===== src/rtl/io_control_unit_pkg.sv =====
// ----------------------------------------------------------------------------
// io_control_unit_pkg
// Shared definitions for the hardwired I/O control sequencer:
//   - opcode constants for the instructions the sequencer understands
//   - opcode field position inside the 32-bit instruction register
//   - width of the retired-instruction counter
//   - FSM state encoding (3-bit binary)
//   - packed bundle of the Datapath control strobes driven by the top
// No ports (package).
// ----------------------------------------------------------------------------
package io_control_unit_pkg;

  localparam logic [4:0] OPC_IN   = 5'b10110;
  localparam logic [4:0] OPC_OUT  = 5'b10111;
  localparam logic [4:0] OPC_NOP  = 5'b11010;
  localparam logic [4:0] OPC_HALT = 5'b11011;

  localparam int OPC_MSB = 31;
  localparam int OPC_LSB = 27;

  localparam int CNT_W = 16;

  typedef enum logic [2:0] {
    ST_RESET  = 3'd0,
    ST_T0     = 3'd1,
    ST_T1     = 3'd2,
    ST_T2     = 3'd3,
    ST_T3     = 3'd4,
    ST_HALTED = 3'd5
  } state_t;

  typedef struct packed {
    logic in_port_ack;
    logic out_port_valid;
    logic pc_out;
    logic mar_in;
    logic inc_pc;
    logic zlow_in;
    logic zlow_out;
    logic pc_in;
    logic md_mux_read;
    logic ram_read;
    logic mdr_in;
    logic mdr_out;
    logic ir_in;
    logic in_port_out;
    logic out_port_in;
    logic gra;
    logic r_in;
    logic r_out;
    logic run;
    logic illegal;
  } ctl_t;

endpackage


===== src/rtl/io_control_unit_if.sv =====
// ----------------------------------------------------------------------------
// io_control_unit_if
// Bundle between the control sequencer and its Datapath / I/O devices.
//   IR, Stop, InPortvalid          : into the sequencer
//   Datapath strobes, InPortack,
//   OutPortvalid, Run, Illegal,
//   InstrCount                     : out of the sequencer
// Modports:
//   master : the sequencer side (drives the strobes)
//   slave  : the Datapath / device side
// ----------------------------------------------------------------------------
interface io_control_unit_if;
  import io_control_unit_pkg::*;

  logic [31:0]      IR;
  logic             Stop;
  logic             InPortvalid;

  logic             InPortack;
  logic             OutPortvalid;
  logic             PCout;
  logic             MARin;
  logic             IncPC;
  logic             Zlowin;
  logic             Zlowout;
  logic             PCin;
  logic             MDMuxread;
  logic             RAMread;
  logic             MDRin;
  logic             MDRout;
  logic             IRin;
  logic             InPortout;
  logic             OutPortin;
  logic             Gra;
  logic             Rin;
  logic             Rout;
  logic             Run;
  logic             Illegal;
  logic [CNT_W-1:0] InstrCount;

  modport master (
    input  IR, Stop, InPortvalid,
    output InPortack, OutPortvalid,
    output PCout, MARin, IncPC, Zlowin, Zlowout, PCin,
    output MDMuxread, RAMread, MDRin, MDRout, IRin,
    output InPortout, OutPortin, Gra, Rin, Rout,
    output Run, Illegal, InstrCount
  );

  modport slave (
    output IR, Stop, InPortvalid,
    input  InPortack, OutPortvalid,
    input  PCout, MARin, IncPC, Zlowin, Zlowout, PCin,
    input  MDMuxread, RAMread, MDRin, MDRout, IRin,
    input  InPortout, OutPortin, Gra, Rin, Rout,
    input  Run, Illegal, InstrCount
  );

endinterface


===== src/rtl/io_control_unit_opcode_decode.sv =====
// ----------------------------------------------------------------------------
// io_control_unit_opcode_decode
// Purely combinational classification of the 5-bit opcode field.
//   i_opcode     in  5  IR[31:27]
//   o_is_in      out 1  'in Ra'
//   o_is_out     out 1  'out Ra'
//   o_is_nop     out 1  'nop'
//   o_is_halt    out 1  'halt'
//   o_is_illegal out 1  anything else (executed as a nop by the sequencer)
// Exactly one output is high for any opcode.
// ----------------------------------------------------------------------------
module io_control_unit_opcode_decode
  import io_control_unit_pkg::*;
(
  input  logic [4:0] i_opcode,
  output logic       o_is_in,
  output logic       o_is_out,
  output logic       o_is_nop,
  output logic       o_is_halt,
  output logic       o_is_illegal
);

  assign o_is_in      = (i_opcode == OPC_IN);
  assign o_is_out     = (i_opcode == OPC_OUT);
  assign o_is_nop     = (i_opcode == OPC_NOP);
  assign o_is_halt    = (i_opcode == OPC_HALT);
  assign o_is_illegal = ~(o_is_in | o_is_out | o_is_nop | o_is_halt);

endmodule


===== src/rtl/io_control_unit.sv =====
// ----------------------------------------------------------------------------
// io_control_unit
// Hardwired control sequencer for the Datapath: fetch (T0..T2) followed by
// one execute step (T3) for in / out / nop / halt.
//   i_clock  in  1  system clock, all state changes on the rising edge
//   i_clear  in  1  synchronous active-high reset
//   bus      io_control_unit_if.master
//            IR / Stop / InPortvalid in; Datapath strobes, InPortack,
//            OutPortvalid, Run, Illegal and InstrCount out.
// Strobes are decoded from the registered state; only T3 also looks at the
// opcode and InPortvalid, so an IN can stall in T3 waiting for the device.
// ----------------------------------------------------------------------------
module io_control_unit
  import io_control_unit_pkg::*;
(
  input  logic               i_clock,
  input  logic               i_clear,
  io_control_unit_if.master  bus
);

  state_t           r_state;
  state_t           w_state_next;
  logic [CNT_W-1:0] r_instr_count;
  ctl_t             w_ctl;
  logic             w_t3_exit;

  logic [4:0]       w_opcode;
  logic             w_unused_ir;
  logic             w_is_in;
  logic             w_is_out;
  logic             w_is_nop;
  logic             w_is_halt;
  logic             w_is_illegal;

  assign w_opcode    = bus.IR[OPC_MSB:OPC_LSB];
  // Operand fields belong to the Datapath; the sequencer never looks at them.
  assign w_unused_ir = ^bus.IR[OPC_LSB-1:0];

  io_control_unit_opcode_decode u_decode (
    .i_opcode     (w_opcode),
    .o_is_in      (w_is_in),
    .o_is_out     (w_is_out),
    .o_is_nop     (w_is_nop),
    .o_is_halt    (w_is_halt),
    .o_is_illegal (w_is_illegal)
  );

  // State register and retired-instruction counter.
  always_ff @(posedge i_clock) begin
    if (i_clear) begin
      r_state       <= ST_RESET;
      r_instr_count <= '0;
    end else begin
      r_state <= w_state_next;
      if (w_t3_exit) begin
        r_instr_count <= r_instr_count + CNT_W'(1);
      end
    end
  end

  // Next-state and control decode.
  always_comb begin
    w_state_next = r_state;
    w_t3_exit    = 1'b0;
    w_ctl        = '0;

    case (r_state)
      ST_RESET: begin
        w_state_next = ST_T0;
      end

      ST_T0: begin
        w_ctl.run     = 1'b1;
        w_ctl.pc_out  = 1'b1;
        w_ctl.mar_in  = 1'b1;
        w_ctl.inc_pc  = 1'b1;
        w_ctl.zlow_in = 1'b1;
        w_state_next  = ST_T1;
      end

      ST_T1: begin
        w_ctl.run         = 1'b1;
        w_ctl.zlow_out    = 1'b1;
        w_ctl.pc_in       = 1'b1;
        w_ctl.md_mux_read = 1'b1;
        w_ctl.ram_read    = 1'b1;
        w_ctl.mdr_in      = 1'b1;
        w_state_next      = ST_T2;
      end

      ST_T2: begin
        w_ctl.run     = 1'b1;
        w_ctl.mdr_out = 1'b1;
        w_ctl.ir_in   = 1'b1;
        w_state_next  = ST_T3;
      end

      ST_T3: begin
        w_ctl.run = 1'b1;
        if (w_is_in) begin
          // Register select and port drive stay up through the stall; the
          // register write and the device ack only fire once data is valid.
          w_ctl.in_port_out = 1'b1;
          w_ctl.gra         = 1'b1;
          w_ctl.r_in        = bus.InPortvalid;
          w_ctl.in_port_ack = bus.InPortvalid;
        end else if (w_is_out) begin
          w_ctl.gra            = 1'b1;
          w_ctl.r_out          = 1'b1;
          w_ctl.out_port_in    = 1'b1;
          w_ctl.out_port_valid = 1'b1;
        end else if (w_is_illegal) begin
          w_ctl.illegal = 1'b1;
        end

        // Only a waiting IN holds T3; everything else retires this cycle.
        // Stop is looked at solely on this exit edge.
        w_t3_exit = ~(w_is_in & ~bus.InPortvalid);
        if (w_t3_exit) begin
          w_state_next = (w_is_halt | bus.Stop) ? ST_HALTED : ST_T0;
        end
      end

      ST_HALTED: begin
        w_state_next = ST_HALTED;
      end

      default: begin
        w_state_next = ST_RESET;
      end
    endcase
  end

  assign bus.InPortack    = w_ctl.in_port_ack;
  assign bus.OutPortvalid = w_ctl.out_port_valid;
  assign bus.PCout        = w_ctl.pc_out;
  assign bus.MARin        = w_ctl.mar_in;
  assign bus.IncPC        = w_ctl.inc_pc;
  assign bus.Zlowin       = w_ctl.zlow_in;
  assign bus.Zlowout      = w_ctl.zlow_out;
  assign bus.PCin         = w_ctl.pc_in;
  assign bus.MDMuxread    = w_ctl.md_mux_read;
  assign bus.RAMread      = w_ctl.ram_read;
  assign bus.MDRin        = w_ctl.mdr_in;
  assign bus.MDRout       = w_ctl.mdr_out;
  assign bus.IRin         = w_ctl.ir_in;
  assign bus.InPortout    = w_ctl.in_port_out;
  assign bus.OutPortin    = w_ctl.out_port_in;
  assign bus.Gra          = w_ctl.gra;
  assign bus.Rin          = w_ctl.r_in;
  assign bus.Rout         = w_ctl.r_out;
  assign bus.Run          = w_ctl.run;
  assign bus.Illegal      = w_ctl.illegal;
  assign bus.InstrCount   = r_instr_count;

endmodule


===== src/flat_wrapper.sv =====
// flat-port wrapper written by rule: the top's interface ports become plain ports
module io_control_unit_flat import io_control_unit_pkg::*;
  (i_clock, i_clear, bus_IR, bus_Stop, bus_InPortvalid, bus_InPortack, bus_OutPortvalid, bus_PCout, bus_MARin, bus_IncPC, bus_Zlowin, bus_Zlowout, bus_PCin, bus_MDMuxread, bus_RAMread, bus_MDRin, bus_MDRout, bus_IRin, bus_InPortout, bus_OutPortin, bus_Gra, bus_Rin, bus_Rout, bus_Run, bus_Illegal, bus_InstrCount);
  io_control_unit_if bus_i ();
  input  logic i_clock;
  input  logic i_clear;
  input wire logic [$bits(bus_i.IR)-1:0] bus_IR;
  input wire logic [$bits(bus_i.Stop)-1:0] bus_Stop;
  input wire logic [$bits(bus_i.InPortvalid)-1:0] bus_InPortvalid;
  output wire logic [$bits(bus_i.InPortack)-1:0] bus_InPortack;
  output wire logic [$bits(bus_i.OutPortvalid)-1:0] bus_OutPortvalid;
  output wire logic [$bits(bus_i.PCout)-1:0] bus_PCout;
  output wire logic [$bits(bus_i.MARin)-1:0] bus_MARin;
  output wire logic [$bits(bus_i.IncPC)-1:0] bus_IncPC;
  output wire logic [$bits(bus_i.Zlowin)-1:0] bus_Zlowin;
  output wire logic [$bits(bus_i.Zlowout)-1:0] bus_Zlowout;
  output wire logic [$bits(bus_i.PCin)-1:0] bus_PCin;
  output wire logic [$bits(bus_i.MDMuxread)-1:0] bus_MDMuxread;
  output wire logic [$bits(bus_i.RAMread)-1:0] bus_RAMread;
  output wire logic [$bits(bus_i.MDRin)-1:0] bus_MDRin;
  output wire logic [$bits(bus_i.MDRout)-1:0] bus_MDRout;
  output wire logic [$bits(bus_i.IRin)-1:0] bus_IRin;
  output wire logic [$bits(bus_i.InPortout)-1:0] bus_InPortout;
  output wire logic [$bits(bus_i.OutPortin)-1:0] bus_OutPortin;
  output wire logic [$bits(bus_i.Gra)-1:0] bus_Gra;
  output wire logic [$bits(bus_i.Rin)-1:0] bus_Rin;
  output wire logic [$bits(bus_i.Rout)-1:0] bus_Rout;
  output wire logic [$bits(bus_i.Run)-1:0] bus_Run;
  output wire logic [$bits(bus_i.Illegal)-1:0] bus_Illegal;
  output wire logic [$bits(bus_i.InstrCount)-1:0] bus_InstrCount;
  assign bus_i.IR = bus_IR;
  assign bus_i.Stop = bus_Stop;
  assign bus_i.InPortvalid = bus_InPortvalid;
  assign bus_InPortack = bus_i.InPortack;
  assign bus_OutPortvalid = bus_i.OutPortvalid;
  assign bus_PCout = bus_i.PCout;
  assign bus_MARin = bus_i.MARin;
  assign bus_IncPC = bus_i.IncPC;
  assign bus_Zlowin = bus_i.Zlowin;
  assign bus_Zlowout = bus_i.Zlowout;
  assign bus_PCin = bus_i.PCin;
  assign bus_MDMuxread = bus_i.MDMuxread;
  assign bus_RAMread = bus_i.RAMread;
  assign bus_MDRin = bus_i.MDRin;
  assign bus_MDRout = bus_i.MDRout;
  assign bus_IRin = bus_i.IRin;
  assign bus_InPortout = bus_i.InPortout;
  assign bus_OutPortin = bus_i.OutPortin;
  assign bus_Gra = bus_i.Gra;
  assign bus_Rin = bus_i.Rin;
  assign bus_Rout = bus_i.Rout;
  assign bus_Run = bus_i.Run;
  assign bus_Illegal = bus_i.Illegal;
  assign bus_InstrCount = bus_i.InstrCount;
  io_control_unit u_core (.i_clock(i_clock), .i_clear(i_clear), .bus(bus_i));
endmodule

===== config.mk =====
export PLATFORM = sky130hd
export DESIGN_NAME = io_control_unit_flat
export DESIGN_NICKNAME = d
export VERILOG_FILES = /design/src/rtl/io_control_unit_pkg.sv /design/src/rtl/io_control_unit_if.sv /design/src/rtl/io_control_unit_opcode_decode.sv /design/src/rtl/io_control_unit.sv /design/src/flat_wrapper.sv
export SDC_FILE = /design/constraint.sdc
export NUM_CORES = 1
export LEC_CHECK = 0
export BUFFER_PORTS_ARGS = -buffer_cell sky130_fd_sc_hd__buf_2
export CORE_MARGIN = 4
export CORE_UTILIZATION = 40
export CTS_CLUSTER_DIAMETER = 80
export DETAILED_ROUTE_END_ITERATION = 7
export PLACE_DENSITY = 0.86
export SYNTH_ARGS = -nofsm -noshare
export SYNTH_HDL_FRONTEND = slang
export SYNTH_SLANG_ARGS = --single-unit

===== constraint.sdc =====
create_clock -name i_clock -period 5.9 [get_ports i_clock]
set_input_delay 0.295 -clock i_clock [delete_from_list [all_inputs] [get_ports i_clock]]
set_output_delay 0.295 -clock i_clock [all_outputs]
set_load 0.01 [all_outputs]

==> qor.yml, run 1 <==
clock_network:
  ctsHoldBuffers: 0
  cts_resized: 0
  numCtsBuffers: 3
  clkLatencyLatePin_ps: 300
  clkTransAtPathRegs_ps: 110
  cts_sinks: 19
  root_buffer: "clkbuf_4"
  cts_setup_buffers: 0
  tritoncts: "built"
  htreeDepth: 1
  clk_path_buf_depth: 2
worst_setup_path:
  r2r-end: "u_core.bus.InstrCount[12]"
  reg2regPathDepth: 4
  cp_cell_sequence: "or3b_1 > nor4_1 > buf_2"
  worstSetupStartpointType: "flop"
  path_max_fanout: 8
  timing.rr.start: "u_core.r_state[2]"
  critPathMaxStageDelay_ps: 510
  end_kind: "output pin"
  r2r_setup_slack_ps: 3820
  crit_arrival_ps: 1850
  cp.required_ps: 5610
  crit_family: "simple AND/OR/NAND/NOR gates"
  path_class: "flop to output pin"
  worst-path-buf-inv: 1
  cp_slowest_cell: "or3b_1"
placed_design:
  dp_hpwl_um: 1990
  gp_congestion: 0.822
  port_buffers: 44
logic_synthesis:
  synth_top_area_share_pct: 33.0
  netlist_area_sq_um: 1150
  yosys-top-cells-area: "dfxtp_1, buf_4, xnor2_1"
  yosys.area.top_type: "dfxtp_1"
  ys_types: 41
  synth_fp_nets: 175
  synth_edf_count: 0
  yosysSeqAreaShare_pct: 33.0
  ys_warn_count: 0
  synthCells: 138
  synthArstFlopShare_pct: 0
  synth_seq_cells: 19
  synth-main-ff-cell: "dfxtp_1"
  avgSynthCellArea_sq_um: 8.35
route:
  antenna_left: 0
  routedWlPerCell_um: 12.8
  wl_um: 2570
  drcViolationCount: 0
  num_vias: 1107
  drt_iter0_drc: 30
  vias_per_cell: 5.51
  firstDrtPassIters: 4
final_layout:
  drive_gt1_share_pct: 29.4
  layout_common_cells: "buf_2, dfxtp_1, nor2_1"
  antenna_cells: 0
  nFillCells: 284
  syn2layout_area_growth_pct: 15.3
  final_nets: 208
  final_common_cell: "buf_2"
floorplan:
  rows: 19
  die_width_um: 61.7
  die-area_sq_um: 3800
  die_h_um: 61.7
  core_area_sq_um: 2760
  io_pins: 72
  initial_core_util_pct: 41.8
timing:
  slew_violations: 0
  relSlewSlack_pct: 58.0
  worst_pin_slew_ps: 615
  post-route-period-util_pct: 36.3
  hold_viol_final: 0
  rsz0062_at_grt: "no"
  fmax_ghz: 0.466
  setup_tns_ps: 0
  setup_viol: 0
  fin_crit_ps: 2140
  clock_skew_ps: 5.06
grt:
  overflow: 0
  grt_antenna_before_repair: 0
  grt_pass1_vias: 937
  grt_pass1_wl_um: 3930
  globalRouteTotalUtil_pct: 13.7
  grt_max_degree: 23
min_path:
  hp-class: "input port to flop"
  min_delay_path_depth: 3
  hold_start: "bus_Stop"
  holdPathEnd: "u_core.r_state[2]"
power:
  finalPower_uw: 229
  power_density_nw_per_um2: 172
  worst_ir_drop_vdd_v: 0.000128
  p_leak_uw: 0.000597
outcome:
  outcome: "finished, final reports clean"
job:
  maxCapViolations: 0
==> power by group <==
| part | total (uW) | switching (uW) | internal (uW) |
|---|---|---|---|
| clock | 65.8 | 40.6 | 25.2 |
| combinational | 30.5 | 18.2 | 12.3 |
| sequential | 133 | 2.69 | 130 |
| total | 229 | 61.5 | 167 |
==> registers in the layout, indices dropped and copies added, names as in the netlist <==
signal                 flops
u_core.bus.InstrCount     16
u_core.r_state             3
==> through the flow <==
| step | setup slack, ps | std cells | utilization [%] | hold WS (ps) | instance area, sq um |
|---|---|---|---|---|---|
| finish | 3760 | 201 | 48.2 | 296 | 1330 |
| global route | 3690 | 201 | 48.2 | 325 | 1330 |
| CTS | 3770 | 201 | 48.2 | 298 | 1330 |
| detailed placement | 3860 | 197 | 47.2 | 513 | 1300 |
| global placement | 3870 | 197 | 47.2 | 497 | 1300 |
| floorplan | 4000 | 138 | - | 501 | 1150 |
==> cells in the mapped netlist (all sizes together) (2+ instances only) <==
| master | instances |
|---|---|
| nor2b | 2 |
| nand3 | 5 |
| nand2 | 6 |
| nand4 | 6 |
| nor3 | 5 |
| nor2 | 18 |
| dfxtp | 19 |
| and4 | 2 |
| and2 | 3 |
| nor4 | 4 |
| mux2 | 3 |
| or4 | 2 |
| a2111oi | 2 |
| or3 | 3 |
| clkbuf | 3 |
| xnor2 | 8 |
| a21oi | 7 |
| inv | 3 |
| a211oi | 4 |
| buf | 13 |
| a21o | 2 |
| o21ai | 2 |
==> routing by layer <==
layer / part of all wire [%] / up-vias / routed length, um / global-route usage [%]
li1: - / 557 / - / -
met2: 49 / 32 / 1270 / 23.8
met3: 5.8 / 2 / 149 / 2.10
met4: 0.82 / 0 / 21 / 7.27
met1: 44 / 516 / 1140 / 16.2
met5: 0 / - / 0 / 0
==> worst reg2reg max path: cells and delay by family (launching register included) <==
family             cells  cell delay, ps
AOI/OAI and AO/OA      2             480
DFF                    1             480
and+or+nand+nor        2            1060
==> logic make-up after synthesis <==
family	Yosys count	share of synthesized area, %
buffers and inverters	19	10.5
AOI/OAI and AO/OA	23	13.8
DFF	19	33.0
muxes	3	2.93
and+or+nand+nor	64	31.8
adders and majority gates	1	1.09
xor gates and xnor gates	9	6.84
==> cell type report <==
type                       count  area, sq um  share of cell area [%]
clock buffer                   3         22.5                    1.69
sequential                    19          380                    28.6
timing repair buffer          44          220                    16.6
inverter                       3         11.3                   0.847
tap                           31         38.8                    2.92
multi-input combinational    100          651                    49.0
clock inverter                 1         5.00                   0.377
==> worst max path at each step <==
stage,endpoint,depth (start not counted),slack (ps),start
after floorplan,bus_Rin,4,4000,u_core.r_state[2]
after global placement,u_core.bus.InstrCount[15],4,3870,u_core.r_state[2]
after detailed placement,u_core.bus.InstrCount[12],4,3860,u_core.r_state[2]
after CTS,bus_Rin,3,3770,u_core.r_state[2]
after global routing,u_core.bus.InstrCount[12],4,3690,u_core.r_state[2]
final,bus_Rin,3,3760,u_core.r_state[2]
(Power assumes the default switching activity.)
==> run 2: changes to the inputs <==
==> constraint.sdc (replaced) <==
create_clock -name i_clock -period 2.18 [get_ports i_clock]
set_input_delay 0.109 -clock i_clock [delete_from_list [all_inputs] [get_ports i_clock]]
set_output_delay 0.109 -clock i_clock [all_outputs]
set_load 0.01 [all_outputs]
==> qor.yml, run 2 (same netlist as run 1, synthesis figures left out) <==
grt:
  overflow: 0  # unchanged
  grt_max_degree: 23  # unchanged
  grt_pass1_wl_um: 4010  # +2.1%
  globalRouteTotalUtil_pct: 13.9  # +0.20 points
  grt_pass1_vias: 952  # +1.6%
  grt_antenna_before_repair: 0  # unchanged
outcome:
  outcome: "finished, final reports clean"
final_layout:
  final_common_cell: "buf_2"
  layout_common_cells: "buf_2, dfxtp_1, nor2_1"
  antenna_cells: 0  # unchanged
  final_nets: 211  # +1.4%
  multi_input_area_sq_um: 651  # unchanged
  nFillCells: 272  # -4.2%
  final_util_pct: 49.0  # +0.77 points
  syn2layout_area_growth_pct: 17.2
  drive_gt1_share_pct: 30.1  # +0.65 points
  largest_reg_flops: 16  # unchanged
  seq_area_sq_um: 380  # unchanged
  layoutNonFillerInstCount: 204  # +1.5%
worst_setup_path:
  cp_cell_sequence: "or3b_1 > buf_4 > nor4_1 > buf_2"
  path_class: "flop to output pin"
  cp.required_ps: 2070  # -3540 ps
  end_kind: "output pin"
  path_max_fanout: 7  # -1
  crit_arrival_ps: 1800  # -50 ps
  critPathMaxStageDelay_ps: 420  # -90 ps
  worstSetupStartpointType: "flop"
  cp_slowest_cell: "or3b_1"
placed_design:
  port_buffers: 44  # unchanged
  dp_hpwl_um: 2010  # +1.0%
  placed_cells: 200  # +1.5%
  gp_congestion: 0.798  # -3.0%
  post-place-ws_ps: 314  # -3550 ps
clock_network:
  cts_sinks: 19  # unchanged
  root_buffer: "clkbuf_4"
  clkLatencyLatePin_ps: 300  # about the same
  tritoncts: "built"
  numCtsBuffers: 3  # unchanged
  clkTransAtPathRegs_ps: 110  # about the same
  clk_path_buf_depth: 2  # unchanged
  cts_resized: 0  # unchanged
  htreeDepth: 1  # unchanged
  ctsHoldBuffers: 0  # unchanged
  cts_setup_buffers: 0  # unchanged
floorplan:
  die_width_um: 61.7  # unchanged
  core_area_sq_um: 2760  # unchanged
  die_h_um: 61.7  # unchanged
  rows: 19  # unchanged
  die-area_sq_um: 3800  # unchanged
  initial_core_util_pct: 41.8  # unchanged
  io_pins: 72  # unchanged
timing:
  rsz0062_at_grt: "no"
  setup_tns_ps: 0  # unchanged
  fin_crit_ps: 1910
  fmax_ghz: 0.525
  clock_skew_ps: 2.12  # -2.95 ps
  fin_ws_ps: 274  # -3480 ps
  setup_viol: 0  # unchanged
  post-route-period-util_pct: 87.4
  relSlewSlack_pct: 66.7  # +8.7 points
  slew_violations: 0  # unchanged
  hold_viol_final: 0  # unchanged
  worst_pin_slew_ps: 487  # -127 ps
route:
  drt_iter0_drc: 36  # +20%
  firstDrtPassIters: 4  # unchanged
  num_vias: 1121  # +1.3%
  vias_per_cell: 5.50  # -0.22%
  wl_um: 2620  # +1.7%
  antenna_left: 0  # unchanged
  drcViolationCount: 0  # unchanged
  routedWlPerCell_um: 12.8  # +0.25%
power:
  worst_ir_drop_vdd_v: 0.000279  # +120%
  finalPower_uw: 626  # +170%
  power_density_nw_per_um2: 463  # +170%
  p_leak_uw: 0.000609  # +2.1%
job:
  maxCapViolations: 0  # unchanged
min_path:
  hp-class: "input port to flop"
run 2: changes by cell type in the layout (fill, tap and decap cells not counted):
cell,delta
buf_4,+3
clkbuf_1,+1
clkinv_2,-1
run 2: critical path: cells and delay by family, from the launching register on:
| kind | cells | cell delay (ps) |
|---|---|---|
| AND/OR/NAND/NOR | 2 | 740 |
| buffers and inverters | 2 | 390 |
| flip-flops | 1 | 380 |
run 2: through the flow:
stage                     hold slack [ps]  cell area, sq um
after detailed placement              419              1320
final                                 114              1350
after CTS                             113              1350
after global routing                  164              1350
after floorplan                       280              1150
after global placement                420              1320
run 2: area by class of cell:
cell class,instances,area share [%]
clock buffers,4,1.95
well taps,31,2.87
inverters,3,0.834
flip-flops and latches,19,28.2
multi-input cells,100,48.2
repair buffers,47,18.0
run 2: final timing paths:
check,slack [ps],cells after the start,end,start
min reg2reg,520,2,u_core.bus.InstrCount[12],u_core.bus.InstrCount[12]
max,270,4,bus_Rin,u_core.r_state[0]
min,110,3,u_core.r_state[2],bus_Stop
max reg2reg,300,5,u_core.bus.InstrCount[12],u_core.bus.InstrCount[1]
run 2: layer usage:
layer,vias up,track usage [%],wire [um],part of all wire (%)
met3,2,2.10,157,6.0
met5,-,0,0,0
met4,0,6.36,41,1.6
met2,35,23.2,1250,48
met1,516,17.6,1170,45
li1,568,-,-,-
run 2: where the power goes:
part | switching, uW | internal (uW) | total (uW)
combinational | 50.6 | 35.0 | 85.6
clock | 112 | 71.2 | 183
sequential | 5.79 | 351 | 357
total | 168 | 458 | 626
==> run 3: changes to the inputs <==
--- a/config.mk
+++ b/config.mk
@@ -6,11 +6,12 @@
 export NUM_CORES = 1
 export LEC_CHECK = 0
 export BUFFER_PORTS_ARGS = -buffer_cell sky130_fd_sc_hd__buf_2
+export CAP_MARGIN = 10
 export CORE_MARGIN = 4
 export CORE_UTILIZATION = 40
 export CTS_CLUSTER_DIAMETER = 80
 export DETAILED_ROUTE_END_ITERATION = 7
-export PLACE_DENSITY = 0.86
+export PLACE_DENSITY = 0.76
 export SYNTH_ARGS = -nofsm -noshare
 export SYNTH_HDL_FRONTEND = slang
 export SYNTH_SLANG_ARGS = --single-unit
==> constraint.sdc (replaced) <==
create_clock -name i_clock -period 2.18 [get_ports i_clock]
set_input_delay 0.436 -clock i_clock [delete_from_list [all_inputs] [get_ports i_clock]]
set_output_delay 0.436 -clock i_clock [all_outputs]
set_load 0.01 [all_outputs]
==> qor.yml, run 3 (same netlist as run 1, synthesis figures left out) <==
outcome:
  outcome: "finished, final reports clean"
timing:
  setup_viol: 0  # unchanged
  fmax_ghz: 0.483  # -7.9%
  rsz0062_at_grt: "no"
  fin_crit_ps: 2070  # +164 ps
  slew_violations: 0  # unchanged
  clock_skew_ps: 7.96  # +5.84 ps
  relSlewSlack_pct: 64.5  # -2.2 points
  hold_viol_final: 0  # unchanged
  post-route-period-util_pct: 95.0  # +7.5 points
  fin_ws_ps: 110  # -164 ps
  worst_pin_slew_ps: 519  # +31.7 ps
  setup_tns_ps: 0  # unchanged
clock_network:
  clkLatencyLatePin_ps: 300  # about the same
  clk_path_buf_depth: 2  # unchanged
  ctsHoldBuffers: 0  # unchanged
  tritoncts: "built"
  numCtsBuffers: 3  # unchanged
  cts_setup_buffers: 0  # unchanged
  htreeDepth: 1  # unchanged
  clkTransAtPathRegs_ps: 110  # about the same
  cts_resized: 0  # unchanged
  cts_sinks: 19  # unchanged
  root_buffer: "clkbuf_4"
power:
  seqPwrFrac_pct: 56.9  # -0.2 points
  p_leak_uw: 0.000609  # about the same
  p_sw_uw: 174  # +3.7%
  power_frac_comb_pct: 13.8  # about the same
  sw_frac_of_total_pct: 27.7  # +0.84 points
  p_int_uw: 455  # -0.62%
  worst_ir_drop_vdd_v: 0.000478  # +71%
  finalPower_uw: 629  # +0.53%
  clkPwrFrac_pct: 29.3  # about the same
  power_density_nw_per_um2: 463  # about the same
final_layout:
  final_nets: 210  # -0.47%
  largest_reg_flops: 16  # unchanged
  syn2layout_area_growth_pct: 17.8
  final_cell_area_sq_um: 1360  # +0.56%
  antenna_cells: 0  # unchanged
  final_common_cell: "buf_2"
  final_util_pct: 49.2  # +0.27 points
  layout_common_cells: "buf_2, dfxtp_1, nor2_1"
  drive_gt1_share_pct: 32.0  # +1.9 points
worst_setup_path:
  crit_arrival_ps: 1630  # -170 ps
  end_kind: "output pin"
  worst-path-buf-inv: 1  # -1
  critPathMaxStageDelay_ps: 470  # +50 ps
  worstSetupStartpointType: "flop"
  crit_family: "simple AND/OR/NAND/NOR gates"
  path_class: "flop to output pin"
  cp_slowest_cell: "or3b_4"
  path_max_fanout: 7  # unchanged
  cp_cell_sequence: "or3b_4 > nor4_2 > buf_2"
  cp.required_ps: 1740  # -330 ps
placed_design:
  gp_congestion: 0.815  # +2.2%
  port_buffers: 44  # unchanged
  dp_hpwl_um: 2100  # +4.6%
  placed_cell_area_sq_um: 1320  # -0.57%
  post-place-ws_ps: 243  # -71.7 ps
route:
  routedWlPerCell_um: 13.5  # +5.0%
  antenna_left: 0  # unchanged
  firstDrtPassIters: 4  # unchanged
  wl_um: 2740  # +4.5%
  vias_per_cell: 5.56  # +1.2%
  num_vias: 1129  # +0.71%
  drt_iter0_drc: 28  # -22%
  drcViolationCount: 0  # unchanged
grt:
  grt_antenna_before_repair: 0  # unchanged
  grt_max_degree: 23  # unchanged
  overflow: 0  # unchanged
  grt_pass1_wl_um: 4280  # +6.9%
  globalRouteTotalUtil_pct: 15.0  # +1.1 points
  grt_pass1_vias: 980  # +2.9%
job:
  maxCapViolations: 0  # unchanged
floorplan:
  io_pins: 72  # unchanged
  initial_core_util_pct: 41.8  # unchanged
  die-area_sq_um: 3800  # unchanged
  rows: 19  # unchanged
  core_area_sq_um: 2760  # unchanged
  die_width_um: 61.7  # unchanged
  die_h_um: 61.7  # unchanged
min_path:
  hp-class: "input port to flop"
## run 3: changes by cell type in the layout (fill, tap and decap cells not counted), sizes merged
cell / delta
buf: -1
clkbuf: -1
clkinv: +1
## run 3: per-stage QoR
stage          instances  hold slack, ps
6_report             203             448
5_1_grt              203             441
4_1_cts              203             443
3_5_place_dp         199             508
3_3_place_gp         199             491
2_1_floorplan        138             501
## run 3: layout make-up
class                   count  area, sq um
clock inverters             1         5.00
clock buffers               3         22.5
multi-input cells         100          664
well taps                  31         38.8
fillers                   269         1400
repair buffers             46          235
inverters                   3         11.3
flip-flops and latches     19          380
## run 3: path summary, 6_finish.rpt
path                                  start                        end  slack (ps)  depth (start not counted)
setup / recovery          u_core.r_state[0]                    bus_Rin         110                          3
hold / removal                     bus_Stop          u_core.r_state[2]         450                          3
setup reg to reg   u_core.bus.InstrCount[1]  u_core.bus.InstrCount[14]         240                          5
hold reg to reg   u_core.bus.InstrCount[12]  u_core.bus.InstrCount[12]         520                          2
## run 3: worst register-to-register path: stages, from the launching register on
cell     delay [ps]
dfxtp_1         450
ha_1            250
nand4_1         190
or3_1           440
nor3_1          190
mux2_1          330
## run 3: layer usage
metal,vias to the layer above,track usage [%],part of all wire [%]
li1,558,-,-
met1,546,19.0,44
met2,21,24.1,51
met3,4,2.94,3.5
met4,0,7.58,1.8
met5,-,0,0
## run 3: power by group through the flow
| stage | Combinational, uW | Clock, uW | Sequential [uW] |
|---|---|---|---|
| after detailed placement | 85.8 | 0 | 366 |
| after global routing | 96.2 | 207 | 359 |
| after global placement | 83.0 | 0 | 365 |
| after CTS | 86.1 | 189 | 358 |
| final | 86.6 | 184 | 358 |
| after floorplan | 64.3 | 0 | 365 |
